### config.mk
export PLATFORM = sky130hd
export DESIGN_NAME = rng_fifo
export DESIGN_NICKNAME = d
export VERILOG_FILES = /design/src/rtl/rng_fifo.sv
export SDC_FILE = /design/constraint.sdc
export NUM_CORES = 1
export LEC_CHECK = 0
export BUFFER_PORTS_ARGS = -buffer_cell sky130_fd_sc_hd__buf_2
export CAP_MARGIN = 20
export CORE_MARGIN = 1
export CORE_UTILIZATION = 30
export CTS_BUF_LIST = sky130_fd_sc_hd__clkbuf_4
export DETAILED_ROUTE_END_ITERATION = 16
export GPL_TIMING_DRIVEN = 0
export SLEW_MARGIN = 5
export SYNTH_ARGS = -nofsm -noshare
export SYNTH_HDL_FRONTEND = slang
export SYNTH_SLANG_ARGS = --single-unit
### constraint.sdc
create_clock -name clk -period 4.1 [get_ports clk]
set_input_delay 0.82 -clock clk [delete_from_list [all_inputs] [get_ports clk]]
set_output_delay 0.82 -clock clk [all_outputs]
set_load 0.01 [all_outputs]
### src/rtl/rng_fifo.sv
`default_nettype none
// ============================================================================
// Module   : rng_fifo
// Purpose  : Galois-LFSR random number generator with a prefetch FIFO,
//            zero-seed protection, flush-on-reseed and a sticky
//            repetition-count health test. The generator shifts once per clock
//            and pushes one word every STEPS shifts, so bus reads normally
//            complete without wait states.
// Ports    : clk         - clock
//            resetn      - asynchronous active-low reset
//            enable      - generator and read enable
//            seed_we     - one-cycle seed load strobe (highest priority)
//            seed_di     - seed value (zero selects SEED_RESET)
//            dat_re      - read request
//            dat_do      - FIFO head word (0 when empty)
//            dat_wait    - read not accepted this cycle
//            fifo_level  - number of words held
//            health_fail - sticky repetition-test failure
// Revision : 1.0 - initial release
// ============================================================================
module rng_fifo #(
  parameter int          NUM_BITS   = 32,
  parameter logic [31:0] POLY       = 32'h80200003,
  parameter logic [31:0] SEED_RESET = 32'd1,
  parameter int          STEPS      = 32,
  parameter int          FIFO_DEPTH = 4,
  parameter int          REP_LIMIT  = 3
) (
  input  logic                          clk,
  input  logic                          resetn,
  input  logic                          enable,
  input  logic                          seed_we,
  input  logic [NUM_BITS-1:0]           seed_di,
  input  logic                          dat_re,
  output logic [NUM_BITS-1:0]           dat_do,
  output logic                          dat_wait,
  output logic [$clog2(FIFO_DEPTH):0]   fifo_level,
  output logic                          health_fail
);

  localparam int AW = $clog2(FIFO_DEPTH);
  localparam int LW = AW + 1;
  localparam int CW = (STEPS > 1) ? $clog2(STEPS) : 1;
  localparam int RW = $clog2(REP_LIMIT);

  localparam logic [NUM_BITS-1:0] C_POLY     = POLY[NUM_BITS-1:0];
  localparam logic [NUM_BITS-1:0] C_SEED     = SEED_RESET[NUM_BITS-1:0];
  localparam logic [CW-1:0]       C_CNT_LAST = CW'(STEPS - 1);
  localparam logic [RW-1:0]       C_REP_LAST = RW'(REP_LIMIT - 1);
  localparam logic [LW-1:0]       C_FULL     = LW'(FIFO_DEPTH);

  // --------------------------------------------------------------------------
  // State
  // --------------------------------------------------------------------------
  logic [NUM_BITS-1:0] state_q,    state_d;
  logic [CW-1:0]       cnt_q,      cnt_d;
  logic [NUM_BITS-1:0] mem_q [FIFO_DEPTH];
  logic [NUM_BITS-1:0] mem_d [FIFO_DEPTH];
  logic [AW-1:0]       wr_ptr_q,   wr_ptr_d;
  logic [AW-1:0]       rd_ptr_q,   rd_ptr_d;
  logic [LW-1:0]       level_q,    level_d;
  logic [RW-1:0]       rep_q,      rep_d;
  logic [NUM_BITS-1:0] prev_q,     prev_d;
  logic                prev_vld_q, prev_vld_d;
  logic                hfail_q,    hfail_d;

  logic                w_full;
  logic                w_empty;
  logic                w_gen_go;
  logic                w_push;
  logic                w_pop;
  logic [NUM_BITS-1:0] w_step;
  logic [RW-1:0]       w_rep_nxt;

  // --------------------------------------------------------------------------
  // Datapath and control
  // --------------------------------------------------------------------------
  always_comb begin
    w_full  = (level_q == C_FULL);
    w_empty = (level_q == '0);

    // One Galois shift. An all-zero state maps to itself; it is left alone and
    // the repetition test flags the resulting constant stream.
    w_step = {1'b0, state_q[NUM_BITS-1:1]} ^ (state_q[0] ? C_POLY : '0);

    // Fullness is judged on the level at cycle start, so a pop in the same
    // cycle does not unblock the generator until the next cycle.
    w_gen_go = enable & ~w_full & ~seed_we;
    w_push   = w_gen_go & (cnt_q == C_CNT_LAST);

    dat_wait = ~enable | w_empty | seed_we | hfail_q;
    w_pop    = dat_re & ~dat_wait;

    // Saturate the run counter at its trip value; health_fail is sticky anyway.
    if (prev_vld_q && (w_step == prev_q)) begin
      w_rep_nxt = (rep_q == C_REP_LAST) ? rep_q : rep_q + 1'b1;
    end else begin
      w_rep_nxt = '0;
    end

    state_d    = state_q;
    cnt_d      = cnt_q;
    mem_d      = mem_q;
    wr_ptr_d   = wr_ptr_q;
    rd_ptr_d   = rd_ptr_q;
    level_d    = level_q;
    rep_d      = rep_q;
    prev_d     = prev_q;
    prev_vld_d = prev_vld_q;
    hfail_d    = hfail_q;

    if (seed_we) begin
      state_d    = (seed_di == '0) ? C_SEED : seed_di;
      cnt_d      = '0;
      wr_ptr_d   = '0;
      rd_ptr_d   = '0;
      level_d    = '0;
      rep_d      = '0;
      prev_vld_d = 1'b0;
      hfail_d    = 1'b0;
    end else begin
      if (w_gen_go) begin
        state_d = w_step;
        cnt_d   = w_push ? '0 : cnt_q + 1'b1;
      end

      if (w_push) begin
        mem_d[wr_ptr_q] = w_step;
        wr_ptr_d        = wr_ptr_q + 1'b1;
        rep_d           = w_rep_nxt;
        prev_d          = w_step;
        prev_vld_d      = 1'b1;
        if (w_rep_nxt == C_REP_LAST) begin
          hfail_d = 1'b1;
        end
      end

      if (w_pop) begin
        rd_ptr_d = rd_ptr_q + 1'b1;
      end

      case ({w_push, w_pop})
        2'b10:   level_d = level_q + 1'b1;
        2'b01:   level_d = level_q - 1'b1;
        default: level_d = level_q;
      endcase
    end
  end

  always_ff @(posedge clk or negedge resetn) begin
    if (!resetn) begin
      state_q    <= C_SEED;
      cnt_q      <= '0;
      for (int i = 0; i < FIFO_DEPTH; i++) begin
        mem_q[i] <= '0;
      end
      wr_ptr_q   <= '0;
      rd_ptr_q   <= '0;
      level_q    <= '0;
      rep_q      <= '0;
      prev_q     <= '0;
      prev_vld_q <= 1'b0;
      hfail_q    <= 1'b0;
    end else begin
      state_q    <= state_d;
      cnt_q      <= cnt_d;
      mem_q      <= mem_d;
      wr_ptr_q   <= wr_ptr_d;
      rd_ptr_q   <= rd_ptr_d;
      level_q    <= level_d;
      rep_q      <= rep_d;
      prev_q     <= prev_d;
      prev_vld_q <= prev_vld_d;
      hfail_q    <= hfail_d;
    end
  end

  // --------------------------------------------------------------------------
  // Outputs
  // --------------------------------------------------------------------------
  assign dat_do      = w_empty ? '0 : mem_q[rd_ptr_q];
  assign fifo_level  = level_q;
  assign health_fail = hfail_q;

endmodule
`default_nettype wire

==> results of run 1 <==
power groups by stage:
stage	Sequential (W)	Clock, W	Combinational (W)
6_report	0.00211	0.00179	0.000345
5_1_grt	0.00211	0.00195	0.000386
3_3_place_gp	0.00214	0	0.000340
2_1_floorplan	0.00214	0	0.000192
4_1_cts	0.00211	0.00184	0.000352
3_5_place_dp	0.00214	0	0.000351
state kept, by name (all words and copies together), names as in the netlist, 2 cells and up:
| signal | count |
|---|---|
| prev_q | 32 |
| mem_q | 128 |
| rep_q | 2 |
| fifo_level | 3 |
| state_q | 32 |
| cnt_q | 5 |
| wr_ptr_q | 2 |
| rd_ptr_q | 2 |
through the flow:
stage                     worst slack (ps)  total power (W)  cell area (µm²)  TNS (ps)   util
after global routing                   270          0.00445            11500         0  0.355
after CTS                              383          0.00430            11500         0  0.355
final                                  486          0.00424            11500         0  0.355
after global placement               -1450          0.00248            10800   -297800  0.332
after detailed placement              1110          0.00250            10900         0  0.334
after floorplan                       1620          0.00233             9870         0      -
final timing paths:
check                      cells past startpoint                         to                    start  slack, ps
max                                            5                 dat_do[19]  rd_ptr_q[0]$_DFFE_PN0P_        490
min                                            1     mem_q[113]$_DFFE_PN0P_                   resetn         40
min reg2reg                                    2       mem_q[0]$_DFFE_PN0P_     mem_q[0]$_DFFE_PN0P_        480
max in group asynchronous                      2      mem_q[64]$_DFFE_PN0P_                   resetn       3290
min in group clk                               3    state_q[23]$_DFFE_PN0P_              seed_di[23]        370
max reg2reg                                    8  fifo_level[2]$_DFFE_PN0P_     cnt_q[0]$_DFFE_PN0P_       1470
cell usage after synthesis, types with 2 or more instances:
cell / count / area share
dfrtp_1: 207 / 0.52
nand2_1: 142 / 0.054
mux2_2: 100 / 0.11
o21ai_0: 60 / 0.030
nor2b_1: 36 / 0.023
mux4_2: 33 / 0.075
mux2i_1: 29 / 0.029
clkbuf_1: 27 / 0.010
buf_2: 26 / 0.013
xnor2_1: 26 / 0.023
nor2_1: 14 / 0.0053
inv_1: 11 / 0.0042
a21oi_1: 10 / 0.0051
nor4_1: 10 / 0.0063
buf_4: 9 / 0.0068
mux2_1: 8 / 0.0091
ha_1: 7 / 0.0089
nand4_1: 7 / 0.0044
buf_6: 6 / 0.0068
xor2_1: 6 / 0.0053
nand3_1: 5 / 0.0025
buf_1: 4 / 0.0015
nand2b_1: 4 / 0.0025
a22o_1: 3 / 0.0027
nor3_1: 3 / 0.0015
or3_1: 3 / 0.0019
a21o_1: 2 / 0.0015
nand2_2: 2 / 0.0013
nand2_8: 2 / 0.0041
nor3b_1: 2 / 0.0015
area by class of cell:
class                   count  area [µm²]
diodes                      1        2.50
plain buffers              72         382
clock buffers              84         631
clock inverters            12        50.0
fillers                  3192       20900
inverters                  11        41.3
multi-input cells         530        4250
flip-flops and latches    208        5210
well taps                 442         553
repair buffers             74         425
critical path, stage by stage (launching register included):
cell and delay (ps):
dfrtp_1 320, clkbuf_1 410, buf_2 490, mux4_2 550, nor2b_1 170, buf_2 190
metal layers:
metal  part of all wire  up-vias  wire [µm]
met3              0.047       40       1160
met5                  0        -          0
met4              0.024        0        597
li1                   -     3135          -
met1               0.44     3341      10800
met2               0.49      139      12200
cell families after synthesis:
group / Yosys count / synth area share
XOR/XNOR: 32 / 0.0284
multiplexers: 170 / 0.228
buffers and inverters: 83 / 0.0428
AND/OR/NAND/NOR: 238 / 0.117
flip-flops: 208 / 0.527
adder cells (fa/ha/maj): 8 / 0.0109
AO/OA/AOI/OAI: 82 / 0.0457
==> flow_summary.rst, run 1 <==
.. list-table::
   :header-rows: 1

   * - Metric
     - Value
   * - TritonRoute pass-1 iters
     - 4
   * - Count of H-tree levels built during CTS
     - 2
   * - First DRT Iteration DRCs
     - 378
   * - Met2 GRT Util
     - 0.257
   * - Clock net sink count
     - 208
   * - Highest-count cells in the layout ignoring fill and taps
     - 207 x dfrtp_1, 142 x nand2_1, 100 x mux2_2, 97 x buf_2, 84 x clkbuf_4
   * - # resized after CTS
     - 0
   * - Die height
     - ~180 µm
   * - Met3 global-route usage
     - 0.0295
   * - Number of buffers added to fix hold violations after cts
     - 0
   * - Pwr Density
     - roughly 370 nW/µm²
   * - Total of flip-flops plus latches after synthesis
     - 208
   * - Total congestion overflow after global routing
     - 0
   * - Net Sw Frac
     - 0.262
   * - EDFF count, synth
     - 0
   * - Unrepaired setup endpoints after global routing
     - no
   * - Clock share of power
     - 0.421
   * - Detail-routed net length per standard cell
     - about 17 µm
   * - Clock tree from TritonCTS
     - done
   * - Max-slew violation count
     - 0
   * - Worst min-delay path class
     - in2async
   * - Fraction of power consumed by combinational cells
     - 0.081
   * - Post-synthesis instance area
     - 9870 µm²
   * - Final worst path period need
     - 3610 ps
   * - Result of the run
     - completed
   * - Highest clock frequency the design can meet
     - 277 MHz
   * - Static leakage
     - 5.56 nW
   * - Net count reported at finish
     - between 900 and 1000
   * - Worst-case headroom to the max-slew limit
     - 0.444
   * - Net load switching power
     - between 0.001 and 0.0015 W
   * - Endpoint class of the critical path
     - output pin
   * - Half-perimeter wire length of the detailed placement result
     - 17400 µm
   * - Final Cycle Share
     - 0.882
   * - Most used flip-flop cell after synthesis
     - dfrtp_1
   * - Layout Area Growth over Synthesis
     - 16.8%
   * - Worst setup path class
     - reg2out
   * - Seq pwr share
     - 0.497
   * - Placed Cells incl. Taps
     - 1337
   * - Required time reported for the critical path endpoint
     - between 3000 and 4000 ps
   * - Number of global-route vias before repair
     - 6966
   * - Die area
     - 33600 µm²
   * - Worst endpoint data arrival time
     - 2790 ps
   * - Gpl congestion
     - 0.787
   * - Final Hold Fails
     - 0
   * - Port Buffer Count
     - 72
   * - Peak supply drop
     - approximately 0.00018 V
   * - Floorplan core area
     - 32500 µm²
   * - Maximum number of pins on one net before global-route repair
     - 86
   * - Count of unique library cells instantiated by Yosys
     - 47
   * - Avg Vias per Cell
     - 4.64
   * - Number of rows in the core area
     - 66
   * - Layout cells sized above 1
     - 0.346
   * - Internal Dissipation
     - 0.00313 W
   * - Number of clock buffers inserted by TritonCTS
     - between 50 and 60
   * - Max Cap Violations
     - 0
   * - Global-route wire length before repair
     - approximately 39000 µm
   * - Fraction of synthesis flops using an asynchronous set or reset pin
     - 1.00
   * - Final Non-Filler Cells
     - between 1000 and 1500
   * - GRT Util Overall
     - 0.154
   * - Sum of routed wire length over all layers
     - around 25000 µm
   * - Critical path fanouts, max
     - 10
   * - Synthesized instance count
     - 821
   * - GR met1 Demand/Resource
     - 0.197
   * - Top Ports
     - 74
   * - Fin Hold WS
     - 40.7 ps
   * - Average cell area after synthesis
     - 12.0 µm²
   * - Total number of vias
     - 6655
   * - Fraction of the yosys area taken by sequential cells
     - 0.527
   * - Actual slew at the worst max-slew pin
     - 834 ps
   * - Detailed-route DRC error count
     - 0
   * - Final setup skew
     - ~51 ps
   * - Antenna violations before repair
     - 1
   * - Sort of element at the start of the critical path
     - flip-flop
   * - Synth Warn #
     - 0
   * - Post-CTS Setup Bufs
     - 0
   * - Most utilized layer in the global route result
     - met2
   * - Buffer type at the clock tree root
     - clkbuf_4
   * - Starting utilization of the core area
     - 0.304
   * - Clk_lat worst skew
     - around 680 ps
   * - Worst-path clk slew
     - 70 ps
   * - ANT nets after route
     - 0
   * - Horizontal die dimension
     - 183 µm
   * - Commonest non-fill, non-tap cell in the layout
     - dfrtp_1
   * - Total of endpoints with negative setup slack in the final report
     - 0
   * - Number of nets in the synthesized netlist
     - approximately 870
   * - Maximum clock insertion buffer count
     - 3
(Power assumes the default switching activity.)
==> inputs of run 2 (changes only) <==
CORE_UTILIZATION = 60   (was 30)
PLACE_DENSITY = 0.8   (was default)
RECOVER_POWER = 100   (was default)
==> run 2 against run 1 <==
Effect of this change: the run now ends with max-capacitance violations, max-slew violations left; count of clock-buffer cells in the layout decreased by 9; sequential share of layout area increased by 2.1 points; non-clock buffer count grew 1; setup slack worse by 120 ps; register-to-register slack lost 670 ps; largest cell class unchanged; critical path type unchanged; utilization grew 33 points; clock skew fell by 11 ps.
==> flow_summary.rst, run 2 (synthesis gave the netlist of run 1 again) <==
.. list-table::
   :header-rows: 1

   * - Metric
     - Value
   * - Critical path fanouts, max
     - 10 (unchanged)
   * - ANT cells
     - 0 (-1)
   * - Cell with the most instances on the worst path
     - clkbuf_1
   * - TritonRoute pass-1 iters
     - 5 (+1)
   * - Total of endpoints with negative setup slack in the final report
     - 0 (unchanged)
   * - Final Hold Fails
     - 0 (unchanged)
   * - Die area
     - 17000 µm² (-50%)
   * - Layout cells sized above 1
     - 0.277 (-0.0690)
   * - Final Cycle Share
     - 0.911 (+0.0290)
   * - Power Total
     - 0.00417 W (-1.7%)
   * - Dpl ws
     - 1110 ps (+2.26 ps)
   * - Static leakage
     - 5.32 nW (-4.5%)
   * - Final Non-Filler Cells
     - 1201 (-16%)
   * - Worst-path clk slew
     - 70 ps (about the same)
   * - Max incr delay on CP
     - 840 ps (+290 ps)
   * - Actual slew at the worst max-slew pin
     - 2090 ps (+1250 ps)
   * - Endpoint class of the critical path
     - output pin
   * - Post-CTS Setup Bufs
     - 0 (unchanged)
   * - Commonest non-fill, non-tap cell in the layout
     - dfrtp_1
   * - Worst min-delay path class
     - in2reg
   * - Required time reported for the critical path endpoint
     - 3280 ps (about the same)
   * - Maximum clock insertion buffer count
     - 3 (unchanged)
   * - Die height
     - 130 µm (-29%)
   * - Max-slew violation count
     - 37 (+37)
   * - Max Cap Violations
     - 1 (+1)
   * - Number of global-route vias before repair
     - 6896 (-1.0%)
   * - Register containing the most flip-flops in the final layout
     - mem_q
   * - Hold Path Stages
     - 3
   * - Peak supply drop
     - 0.000279 V (+55%)
   * - Avg Vias per Cell
     - 5.73 (+23%)
   * - Clock net sink count
     - 208 (unchanged)
   * - Fin Hold WS
     - 372 ps (+331 ps)
   * - Port Buffer Count
     - 72 (unchanged)
   * - Sort of element at the start of the critical path
     - flip-flop
   * - Setup Total Neg Slack
     - 0 ps (unchanged)
   * - CP Depth
     - 4 (-1)
   * - Antenna violations before repair
     - 0 (-1)
   * - Result of the run
     - finished with violations
   * - Worst-case headroom to the max-slew limit
     - -0.391 (-0.835)
   * - Sum of routed wire length over all layers
     - 22800 µm (-8.1%)
   * - ANT nets after route
     - 0 (unchanged)
   * - Number of clock buffers inserted by TritonCTS
     - 52 (-7.1%)
   * - Clock tree from TritonCTS
     - done
   * - Placed Cells incl. Taps
     - 1111 (-17%)
   * - Floorplan core area
     - 16000 µm² (-51%)
   * - Pwr Density
     - 378 nW/µm² (+2.8%)
   * - Horizontal die dimension
     - 130 µm (-29%)
   * - Layout Area Growth over Synthesis
     - 11.7%
   * - Half-perimeter wire length of the detailed placement result
     - 15500 µm (-11%)
   * - Crit-path leading delay family
     - simple AND/OR/NAND/NOR gates
   * - Maximum number of pins on one net before global-route repair
     - 107 (+24%)
   * - Worst endpoint data arrival time
     - 2910 ps (+120 ps)
   * - Registers with the most flip-flops
     - mem_q (128), prev_q (32), state_q (32)
   * - Unrepaired setup endpoints after global routing
     - no
   * - Highest clock frequency the design can meet
     - 268 MHz (-3.2%)
   * - Global-route wire length before repair
     - 36200 µm (-8.3%)
   * - Detail-routed net length per standard cell
     - 19.0 µm (+9.8%)
   * - Sum of buffers and inverters on the critical path
     - 2 (-1)
   * - Depth of the most critical reg-to-reg path
     - 8 (unchanged)
   * - Highest-count cells in the layout ignoring fill and taps
     - 207 x dfrtp_1, 146 x nand2_1, 100 x mux2_2, 84 x clkbuf_1, 75 x clkbuf_4
   * - Smallest setup slack after layout
     - 367 ps (-119 ps)
   * - Flip-flop count of the largest register, all copies and words added
     - 128 (unchanged)
   * - Number of rows in the core area
     - 46 (-30%)
   * - Final worst path period need
     - 3730 ps (+119 ps)
   * - Top Ports
     - 74 (unchanged)
   * - Worst R2R Setup Slack
     - 800 ps (-670 ps)
   * - Violated checks
     - max-capacitance violations, max-slew violations
   * - Standard cell with the maximum stage delay on the critical path
     - nor3_1
   * - Net count reported at finish
     - 995 (-0.30%)
   * - Count of H-tree levels built during CTS
     - 2 (unchanged)
   * - GRT Util Overall
     - 0.287 (+0.133)
   * - Detailed-route DRC error count
     - 0 (unchanged)
   * - Final setup skew
     - 39.9 ps (-10.8 ps)
   * - Total congestion overflow after global routing
     - 0 (unchanged)
   * - Buffer type at the clock tree root
     - clkbuf_4
   * - Chain of cells forming the critical path
     - nor3_1 -> clkbuf_1 -> nor2b_1 -> clkbuf_1
   * - First DRT Iteration DRCs
     - 465 (+23%)
   * - Starting utilization of the core area
     - 0.617 (+0.313)
   * - Total number of vias
     - 6879 (+3.4%)
   * - Worst setup path class
     - reg2out
   * - Gpl congestion
     - 0.859 (+9.2%)
   * - Clk_lat worst skew
     - 670 ps (about the same)
[run 2: cell types whose count changed in the layout (fill, tap and decap cells not counted), sizes merged]
cell         delta
buf            -59
clkbuf         +50
clkinv          +2
bufinv          +1
clkinvlp        -1
diode           -1
dlygate4sd3     +1
[run 2: area by class of cell]
class	count	area, µm²
Timing Repair Buffer	75	380
Multi-Input combinational cell	530	4190
Inverter	11	41.3
Fill cell	1269	4970
Tap cell	216	270
Buffer	72	305
Sequential cell	208	5210
Clock inverter	14	81.3
Clock buffer	75	563
[run 2: worst reg2reg max path: stages (launching register included)]
cell	delay (ps)
dfrtp_1	420
ha_1	240
and3_1	190
ha_1	240
and4_1	200
clkbuf_1	250
nand2_1	550
clkbuf_1	650
mux2_2	410
[run 2: repair_timing]
action | CTS | global route
hold endpoints to repair | 17 | 0
gates resized for setup | 0 | 0
hold buffers | 1 | 0
[run 2: report_power, final]
| group | switching [W] | internal [W] | leakage (nW) | total (W) |
|---|---|---|---|---|
| logic | 0.000232 | 0.000109 | 2.10 | 0.000342 |
| registers | 0.0000174 | 0.00209 | 2.83 | 0.00211 |
| clock network | 0.000820 | 0.000897 | 0.384 | 0.00172 |
| total | 0.00107 | 0.00310 | 5.32 | 0.00417 |
[run 2: final timing paths]
check | end | from
max | dat_do[21] | fifo_level[0]$_DFFE_PN0P_
min | state_q[5]$_DFFE_PN0P_ | seed_di[5]
max reg2reg | mem_q[54]$_DFFE_PN0P_ | cnt_q[0]$_DFFE_PN0P_
min reg2reg | mem_q[97]$_DFFE_PN0P_ | mem_q[97]$_DFFE_PN0P_
max in group asynchronous | mem_q[27]$_DFFE_PN0P_ | resetn
min in group asynchronous | mem_q[101]$_DFFE_PN0P_ | resetn
[run 2: per-stage QoR]
stage	area [µm²]	util
finish	11000	0.690
global route	11000	0.690
CTS	11200	0.702
detailed placement	10600	0.661
global placement	10500	0.657
floorplan	9870	-
[run 2: metal layers]
metal	share of wire	GRT usage
met5	0	0
met4	0.028	0.120
met3	0.069	0.0578
met2	0.48	0.461
met1	0.42	0.384
==> inputs of run 3 (changes only) <==
ABC_AREA = 1   (was default)
==> run 3 against run 2 <==
Effect of this change: the flow still finishes with violations (max-capacitance violations, max-slew violations); first-iteration DRC count grew 44%; clock power shrank 3%; utilization is essentially flat; count of clock-buffer cells in the layout grew 4; routed wire length grew 11%; non-clock buffer count shrank 12; die area is essentially flat; via count grew 21%; largest cell class unchanged; largest power group unchanged; global-route usage grew 2.8 points.
==> flow_summary.rst, run 3 <==
.. list-table::
   :header-rows: 1

   * - Metric
     - Value
   * - Result of the run
     - finished with violations
   * - Violated checks
     - max-capacitance violations, max-slew violations
   * - Dpl ws
     - 1420 ps (+314 ps)
   * - # resized after CTS
     - 0 (unchanged)
   * - Starting utilization of the core area
     - 0.617 (about the same)
   * - Static leakage
     - 5.34 nW (+0.46%)
   * - Depth of the most critical reg-to-reg path
     - 8 (unchanged)
   * - Endpoint class of the critical path
     - output pin
   * - Layout Area Growth over Synthesis
     - 11.7% (about the same)
   * - Fraction of synthesis flops using an asynchronous set or reset pin
     - 1.00 (unchanged)
   * - Max-slew violation count
     - 60 (+62%)
   * - Final Cycle Share
     - 0.842 (-0.0684)
   * - Die area
     - 17000 µm² (about the same)
   * - Die height
     - 130 µm (about the same)
   * - Horizontal die dimension
     - 130 µm (about the same)
   * - Highest clock frequency the design can meet
     - 290 MHz (+8.1%)
   * - Registers with the most flip-flops
     - mem_q (128), prev_q (32), state_q (32)
   * - Post-synthesis instance area
     - 9870 µm² (about the same)
   * - Actual slew at the worst max-slew pin
     - 2960 ps (+871 ps)
   * - Fraction of the yosys area taken by sequential cells
     - 0.527 (about the same)
   * - Flip-flop count of the largest register, all copies and words added
     - 128 (unchanged)
   * - Average cell area after synthesis
     - 8.98 µm² (-25%)
   * - Smallest setup slack after layout
     - 647 ps (+281 ps)
   * - Top Ports
     - 74 (unchanged)
   * - Detailed-route DRC error count
     - 0 (unchanged)
   * - Layout cells sized above 1
     - 0.145 (-0.132)
   * - Setup Total Neg Slack
     - 0 ps (unchanged)
   * - Global-route wire length before repair
     - 40600 µm (+12%)
   * - Synth Warn #
     - 0 (unchanged)
   * - Synth top area share
     - 0.525 (about the same)
   * - Floorplan core area
     - 16000 µm² (unchanged)
   * - Final Hold Fails
     - 0 (unchanged)
   * - Number of buffers added to fix hold violations after cts
     - 0 (-1)
   * - Number of clock buffers inserted by TritonCTS
     - 53 (+1.9%)
   * - Pwr Density
     - 374 nW/µm² (-0.86%)
   * - Register containing the most flip-flops in the final layout
     - mem_q
   * - Total number of vias
     - 8304 (+21%)
   * - Critical path fanouts, max
     - 10 (unchanged)
   * - DP Area
     - 10600 µm² (about the same)
   * - Buffer type at the clock tree root
     - clkbuf_4
   * - Clk_lat worst skew
     - 660 ps (about the same)
   * - Maximum number of pins on one net before global-route repair
     - 76 (-29%)
   * - Count of unique library cells instantiated by Yosys
     - 40 (-15%)
   * - Synthesized instance count
     - 1100 (+34%)
   * - R2R Path Start
     - fifo_level[0]$_DFFE_PN0P_
   * - Clock net sink count
     - 208 (unchanged)
   * - Largest cells by area after synthesis
     - dfrtp_1 52%, nand2_1 8.7%, o21ai_0 8.5%
   * - Total congestion overflow after global routing
     - 0 (unchanged)
   * - Worst-case headroom to the max-slew limit
     - -0.972 (-0.581)
   * - Gpl congestion
     - 0.962 (+12%)
   * - Detail-routed net length per standard cell
     - 17.1 µm (-9.8%)
   * - Worst min-delay path class
     - in2reg
   * - Worst R2R Setup Slack
     - 1320 ps (+520 ps)
   * - Unrepaired setup endpoints after global routing
     - no
   * - Max Cap Violations
     - 1 (unchanged)
   * - Fin Hold WS
     - 392 ps (+20.1 ps)
   * - Commonest non-fill, non-tap cell in the layout
     - nand2_1
   * - Number of rows in the core area
     - 46 (unchanged)
   * - GRT Util Overall
     - 0.315 (+0.0279)
   * - Half-perimeter wire length of the detailed placement result
     - 17600 µm (+14%)
   * - End point of the worst hold path
     - state_q[26]$_DFFE_PN0P_
   * - EDFF count, synth
     - 0 (unchanged)
   * - Post-CTS Setup Bufs
     - 0 (unchanged)
   * - Number of nets in the synthesized netlist
     - 1145 (+32%)
   * - Most frequent cell after synthesis
     - nand2_1
   * - Hold Path Stages
     - 3 (unchanged)
   * - Highest-count cells in the layout ignoring fill and taps
     - 230 x nand2_1, 207 x dfrtp_1, 170 x o21ai_0, 150 x inv_1, 101 x a21oi_1
   * - Cell types with the highest counts after synthesis
     - 229 x nand2_1, 207 x dfrtp_1, 168 x o21ai_0
   * - Count of H-tree levels built during CTS
     - 2 (unchanged)
   * - Worst setup path class
     - reg2out
   * - Final setup skew
     - 27.1 ps (-12.7 ps)
   * - Final worst path period need
     - 3450 ps (-281 ps)
   * - Peak supply drop
     - 0.000288 V (+3.1%)
   * - Worst-path clk slew
     - 60 ps (about the same)
   * - Required time reported for the critical path endpoint
     - 3280 ps (about the same)
   * - Antenna violations before repair
     - 1 (+1)
   * - Yosys top cell by area
     - dfrtp_1
   * - Most used flip-flop cell after synthesis
     - dfrtp_1
   * - Worst endpoint data arrival time
     - 2630 ps (-280 ps)
   * - First DRT Iteration DRCs
     - 670 (+44%)
   * - Final cell area excluding filler cells
     - 11000 µm² (about the same)
   * - Net count reported at finish
     - 1275 (+28%)
   * - Worst hold path startpoint
     - seed_di[26]
   * - Sort of element at the start of the critical path
     - flip-flop
   * - Layout fillers
     - 1328 (+4.6%)
   * - Maximum clock insertion buffer count
     - 3 (unchanged)
   * - Port Buffer Count
     - 73 (+1.4%)
   * - Avg Vias per Cell
     - 5.63 (-1.8%)
   * - TritonRoute pass-1 iters
     - 5 (unchanged)
   * - Number of global-route vias before repair
     - 8227 (+19%)
   * - Sum of routed wire length over all layers
     - 25300 µm (+11%)
   * - End of the worst register-to-register path
     - mem_q[20]$_DFFE_PN0P_
   * - ANT nets after route
     - 0 (unchanged)
   * - Total of flip-flops plus latches after synthesis
     - 208 (unchanged)
   * - Total of endpoints with negative setup slack in the final report
     - 0 (unchanged)
   * - Clock tree from TritonCTS
     - done
==> run 3: cell count changes after synthesis, sizes merged, moves of 22 or more <==
cell    delta
nor2b     -36
o21ai    +110
mux2      -44
inv      +139
o221ai    +28
nor2      +23
a21oi     +91
mux4      -33
mux2i     -29
buf       -22
nand2     +84
==> run 3: worst max-delay path by stage <==
stage	startpoint	endpoint	slack (ps)	cells past startpoint
floorplan	enable	fifo_level[2]$_DFFE_PN0P_	1820	10
global placement	resetn	state_q[6]$_DFFE_PN0P_	-1250	1
detailed placement	rd_ptr_q[0]$_DFFE_PN0P_	dat_do[1]	1420	6
CTS	rd_ptr_q[0]$_DFFE_PN0P_	dat_do[1]	660	6
global route	rd_ptr_q[0]$_DFFE_PN0P_	dat_do[1]	460	6
finish	rd_ptr_q[0]$_DFFE_PN0P_	dat_do[1]	650	6
==> run 3: worst max-delay path: stages, from the launching register on <==
cell and delay, ps:
dfrtp_1 390, inv_1 70, clkbuf_1 380, clkbuf_1 480, o21ai_0 180, a21oi_1 280, clkbuf_1 190
==> run 3: cell families after synthesis <==
group / share of synthesized area
AND/OR/NAND/NOR: 0.123
flip-flops: 0.527
adder cells (fa/ha/maj): 0.0109
multiplexers: 0.0730
buffers and inverters: 0.0871
XOR/XNOR: 0.0122
AO/OA/AOI/OAI: 0.167
==> run 3: stage by stage <==
stage	std cells	total power [W]	util
after floorplan	1100	0.00233	-
after global placement	1389	0.00247	0.657
after detailed placement	1391	0.00249	0.661
after CTS	1475	0.00415	0.699
after global routing	1476	0.00430	0.689
final	1476	0.00413	0.689
==> run 3: layer usage <==
metal | GRT usage | wire (µm) | vias to the layer above
met5 | 0 | 0 | -
met4 | 0.148 | 939 | 0
met3 | 0.0636 | 2090 | 69
met2 | 0.497 | 11500 | 381
met1 | 0.421 | 10700 | 3968
li1 | - | - | 3886
==> run 3: cell type report <==
class,count,area (µm²),share of cell area
well taps,216,270,0.0245
clock inverters,5,18.8,0.00170
repair buffers,75,379,0.0344
inverters,151,567,0.0514
plain buffers,60,241,0.0219
clock buffers,79,593,0.0538
diodes,1,2.50,0.000227
multi-input cells,681,3750,0.340
flip-flops and latches,208,5210,0.472
==> run 3: power breakdown <==
group / total [W] / internal (W) / switching [W] / leakage, nW
clock network: 0.00167 / 0.000862 / 0.000812 / 0.374
logic: 0.000274 / 0.0000877 / 0.000186 / 2.46
registers: 0.00218 / 0.00210 / 0.0000847 / 2.51
total: 0.00413 / 0.00305 / 0.00108 / 5.34
